<file path="config.mk">
export PLATFORM = sky130hd
export DESIGN_NAME = req_encoder_8x3
export DESIGN_NICKNAME = d
export VERILOG_FILES = /design/src/rtl/req_encoder_pkg.sv /design/src/rtl/prio_enc_8x3.sv /design/src/rtl/req_encoder_8x3.sv
export SDC_FILE = /design/constraint.sdc
export NUM_CORES = 1
export LEC_CHECK = 0
export CORE_MARGIN = 4
export CORE_UTILIZATION = 49
export DETAILED_ROUTE_END_ITERATION = 8
export PLACE_DENSITY = 0.82
export SYNTH_ARGS = -nofsm -noshare
export SYNTH_HDL_FRONTEND = slang
export SYNTH_SLANG_ARGS = --single-unit
</file>
<file path="constraint.sdc">
create_clock -name clk -period 1.95 [get_ports clk]
set_input_delay 0.2925 -clock clk [delete_from_list [all_inputs] [get_ports clk]]
set_output_delay 0.2925 -clock clk [all_outputs]
set_load 0.02 [all_outputs]
</file>
<file path="src/rtl/req_encoder_pkg.sv">
// Shared constants and types for the 8-to-3 sequential request encoder.
package req_encoder_pkg;

  localparam int CODE_W = 3;
  localparam int N_REQ  = 2 ** CODE_W;

  // IDLE: no code presented. HOLD: a code is presented and waits for ready.
  typedef enum logic {
    IDLE = 1'b0,
    HOLD = 1'b1
  } state_e;

  // One-hot mask for a code index.
  function automatic logic [N_REQ-1:0] code_onehot(input logic [CODE_W-1:0] idx);
    return N_REQ'(1) << idx;
  endfunction

endpackage

</file>
<file path="src/rtl/prio_enc_8x3.sv">
// Combinational priority encoder with a movable starting index.
// The search starts at 'start' and walks downward, wrapping from 0 to 7.
// With start tied to 7 this is a plain fixed-priority encoder (bit 7 highest).
module prio_enc_8x3
  import req_encoder_pkg::*;
(
  input  logic [N_REQ-1:0]  cand,
  input  logic [CODE_W-1:0] start,
  output logic [CODE_W-1:0] sel,
  output logic              any
);

  // Candidate index for each search offset; 3-bit arithmetic gives the wrap.
  logic [CODE_W-1:0] idx_w [N_REQ];

  genvar gi;
  generate
    for (gi = 0; gi < N_REQ; gi++) begin : g_idx
      assign idx_w[gi] = start - CODE_W'(gi);
    end
  endgenerate

  // Scan from the farthest offset to the nearest so the nearest hit wins.
  always_comb begin
    sel = '0;
    for (int i = N_REQ - 1; i >= 0; i--) begin
      if (cand[idx_w[i]]) begin
        sel = idx_w[i];
      end
    end
  end

  assign any = |cand;

endmodule

</file>
<file path="src/rtl/req_encoder_8x3.sv">
// Sequential 8-to-3 request encoder.
// Rising edges on req are captured into a pending register; one pending
// index at a time is presented on code with a valid/ready handshake.
// Optional build macro REQ_ENCODER_ROUND_ROBIN_EN: the search for the next
// grant starts just below the last granted index instead of at bit 7.
module req_encoder_8x3
  import req_encoder_pkg::*;
(
  input  logic              clk,
  input  logic              rst_n,
  input  logic [N_REQ-1:0]  req,
  input  logic              clr,
  input  logic              code_ready,
  output logic              code_valid,
  output logic [CODE_W-1:0] code,
  output logic [N_REQ-1:0]  pending,
  output logic              overflow
);

  logic [N_REQ-1:0]  req_dly_q;
  logic [N_REQ-1:0]  pending_q, pending_d;
  logic              overflow_d, overflow_q;
  state_e            state_q, state_d;
  logic [CODE_W-1:0] code_q, code_d;
  logic              valid_q, valid_d;

  logic [N_REQ-1:0]  rise;
  logic              ack;
  logic [N_REQ-1:0]  ack_mask;
  logic [CODE_W-1:0] sel;
  logic [CODE_W-1:0] start;
  logic              any;
  logic              load;

  // Event capture: new rises are merged in, the acked bit is retired.
  always_comb begin
    rise       = req & ~req_dly_q;
    ack        = valid_q & code_ready;
    ack_mask   = ack ? code_onehot(code_q) : '0;
    pending_d  = (pending_q & ~ack_mask) | rise;
    overflow_d = |(rise & pending_q & ~ack_mask);
  end

`ifdef REQ_ENCODER_ROUND_ROBIN_EN
  logic [CODE_W-1:0] last_q;

  // Search begins one below the most recent grant (reset value 0 -> start 7).
  assign start = last_q - CODE_W'(1);

  // Remember each loaded code for the next rotation.
  always_ff @(posedge clk or negedge rst_n) begin
    if (!rst_n) begin
      last_q <= '0;
    end else if (clr) begin
      last_q <= '0;
    end else if (load) begin
      last_q <= sel;
    end
  end
`else
  assign start = CODE_W'(N_REQ - 1);
`endif

  prio_enc_8x3 u_prio (
    .cand  (pending_d),
    .start (start),
    .sel   (sel),
    .any   (any)
  );

  // Handshake FSM: load a code from IDLE, hold it until ack, reload back-to-back.
  always_comb begin
    state_d = state_q;
    code_d  = code_q;
    valid_d = valid_q;
    load    = 1'b0;
    case (state_q)
      IDLE: begin
        if (any) begin
          load    = 1'b1;
          code_d  = sel;
          valid_d = 1'b1;
          state_d = HOLD;
        end
      end
      HOLD: begin
        if (ack) begin
          if (any) begin
            load    = 1'b1;
            code_d  = sel;
          end else begin
            valid_d = 1'b0;
            state_d = IDLE;
          end
        end
      end
      default: begin
        state_d = IDLE;
        valid_d = 1'b0;
      end
    endcase
  end

  // Input delay line keeps running through clr so held requests do not re-fire.
  always_ff @(posedge clk or negedge rst_n) begin
    if (!rst_n) begin
      req_dly_q <= '0;
    end else begin
      req_dly_q <= req;
    end
  end

  // State, code and pending registers; clr wipes everything but the delay line.
  always_ff @(posedge clk or negedge rst_n) begin
    if (!rst_n) begin
      pending_q  <= '0;
      overflow_q <= 1'b0;
      state_q    <= IDLE;
      code_q     <= '0;
      valid_q    <= 1'b0;
    end else if (clr) begin
      pending_q  <= '0;
      overflow_q <= 1'b0;
      state_q    <= IDLE;
      code_q     <= '0;
      valid_q    <= 1'b0;
    end else begin
      pending_q  <= pending_d;
      overflow_q <= overflow_d;
      state_q    <= state_d;
      code_q     <= code_d;
      valid_q    <= valid_d;
    end
  end

  assign code_valid = valid_q;
  assign code       = code_q;
  assign pending    = pending_q;
  assign overflow   = overflow_q;

endmodule

</file>
==> run metrics <==
Max IR drop VDD=0.0004613 V; most instantiated cells after synthesis=22 x dfrtp_1, 14 x a21oi_1, 13 x nor2_1; Worst setup startpoint=code[2]; grt total ovfl=0; Clock Tree Buf Depth=2; Post-Route WL=2683 um; CP startpoint kind=register; Routed wire per std cell=14.66 um; Num CTS Buffers=3; Post-Synthesis Cell Area=1116 um2; Synth top area share=49.33%; fillers=159; synthesized area per cell=9.539 um2; total power divided by cell area=675.0 nW/um2; skew final=0.007801 ns; Max-Cap Viols=0; Worst Hold Class=input port to async pin; Synth Register Bits=22; clk sinks=22; Least-Margin Pin Slew=0.5877 ns; most frequent cell after synthesis=dfrtp_1; Hold WS=0.3108 ns; DRC Markers=0; Mapped Cells=117; Max Clk Rate=529.9 MHz; vias per std cell=5.716; clock transition at the registers of the reported paths=0.12 ns; Detailed Routing Iterations Pass 1=4; final worst slack=0.06289 ns; outcome=finished clean; Mapped Nets=129; initial DRC count=33; final setup TNS=0 ns; largest net degree at the start of global routing=23; Power Total=1.033 mW; Slew headroom=59.81%; Slew Viols, Final=0; layout cells sized above 1=21.94%; Chip Width=55.73 um; H-tree depth=1; R2R Path Start=code[2]; dpl hpwl=1911 um; required time worst endpoint=2.19 ns; Layout Nets=168; sequential fraction of the synthesis area=49.33%; Routability Congestion=0.7740; die area=3105 um2; final design utilization=69.85%; diode count=0; Setup Crit Path Kind=register to register; IO Pins=25; gr usage total=17.80%; clock latency on the worst-skew pair=0.31 ns; register area=555.5 um2; cell row count=17; top post-synthesis cells by area=dfrtp_1 49%, a21oi_1 6.3%, nor2_1 4.4%, and2b_2 3.9%, nand2_1 3.7%; yosys warns=0; CP Capture Type=register; leak pwr=0.6574 nW; EDFF count, synth=0; die height=55.73 um; Vias=1046; dominant synthesized flop cell=dfrtp_1; Post-CTS Hold Fix Bufs=0; Multi-input gate area=559.3 um2; # port buffers=24; Final setup viols=0; CTS tree=done; Routed Antenna Nets=0; first-pass GRT wire length=4381 um; hold violation count in the final report=0; number of global-route vias before repair=988; ys async rst share=100.0%; starting density of the core=50.94%; area leader, netlist=dfrtp_1; CTS Root Cell=clkbuf_4; Tmin final=1.887 ns; period utilisation layout=96.77%; Synth cell types=38; Syn-to-layout area delta=37.11%; Worst EP arrival=2.13 ns; Place WS=-0.2922 ns; core area=2191 um2; initial antenna violation count=0; crit-path max FO=6
[through the flow]
stage | cell area, um2 | cells
global placement | 1444 | 176
finish | 1530 | 183
CTS | 1481 | 180
detailed placement | 1444 | 176
floorplan | 1116 | 117
global route | 1530 | 183
[logic make-up (layout without fill, tap and decap cells)]
logic type | after synthesis | count (layout) | synth area share [%]
DFF | 22 | 22 | 49.33
AOI/OAI and AO/OA | 34 | 34 | 19.17
muxes | 1 | 1 | 0.8969
buffers and inverters | 5 | 43 | 2.354
and+or+nand+nor | 55 | 55 | 28.25
[critical path, stage by stage, from the launching register on]
cell       delay (ns)
dfrtp_2          0.46
and3b_4          0.33
a21boi_1         0.13
a2111oi_4        0.32
and4bb_2         0.32
o21ba_1          0.15
o2bb2ai_1        0.11
[power by group]
group / total (mW) / leakage, nW / switching, mW / internal (mW)
Clock: 0.253 / 0.0210 / 0.139 / 0.114
Sequential: 0.527 / 0.269 / 0.0390 / 0.488
Combinational: 0.253 / 0.367 / 0.124 / 0.129
[layout by cell type (no fill, tap or decap), types with 2 or more instances in the layout]
cell type / count
a21oi_1: 14
nand2_1: 11
nand2b_1: 3
nor4_1: 2
nor2b_1: 3
nor2_1: 12
or2_2: 2
dfrtp_2: 4
nand4_1: 2
and2b_2: 5
clkbuf_4: 3
o21ai_0: 5
buf_4: 12
o21ai_1: 2
inv_1: 3
clkdlybuf4s50_1: 23
nor3_1: 3
dfrtp_1: 18
and2_1: 2
a31oi_1: 3
[registers in the layout, indices dropped and copies added, names as in the netlist]
signal,cells
code,3
overflow,1
req_dly_q,8
state_q,1
pending,8
code_valid,1
[final cells by class]
type,count,area share (%)
Clock buffer,4,2.371
Multi-Input combinational cell,90,36.55
Tap cell,28,2.289
Sequential cell,22,36.30
Timing Repair Buffer,36,21.75
Inverter,3,0.7359
[final timing paths]
| check | to | slack [ns] | cells past startpoint |
|---|---|---|---|
| worst max-delay path | code[0] | 0.06 | 6 |
| worst min-delay path | code[1] | 0.31 | 2 |
| worst max register to register | code[0] | 0.06 | 6 |
| worst min register to register | code_valid | 0.50 | 1 |
| max in group asynchronous | code_valid | 1.40 | 2 |
| min in group clk | req_dly_q[6] | 0.42 | 1 |
[repair_timing]
item / in CTS / in global routing
buffers inserted: 0 / 3
resized for setup: 1 / 8
pin swaps: 0 / 3
setup endpoints to repair: 2 / 3
[layer usage]
| layer | up-vias | part of all wire [%] | GRT usage [%] |
|---|---|---|---|
| met5 | - | 0 | 0 |
| met2 | 37 | 48 | 27.87 |
| li1 | 502 | - | - |
| met3 | 13 | 5.6 | 3.944 |
| met4 | 0 | 3.6 | 9.722 |
| met1 | 494 | 43 | 22.71 |
No activity file was read; power rests on OpenSTA's default activity.
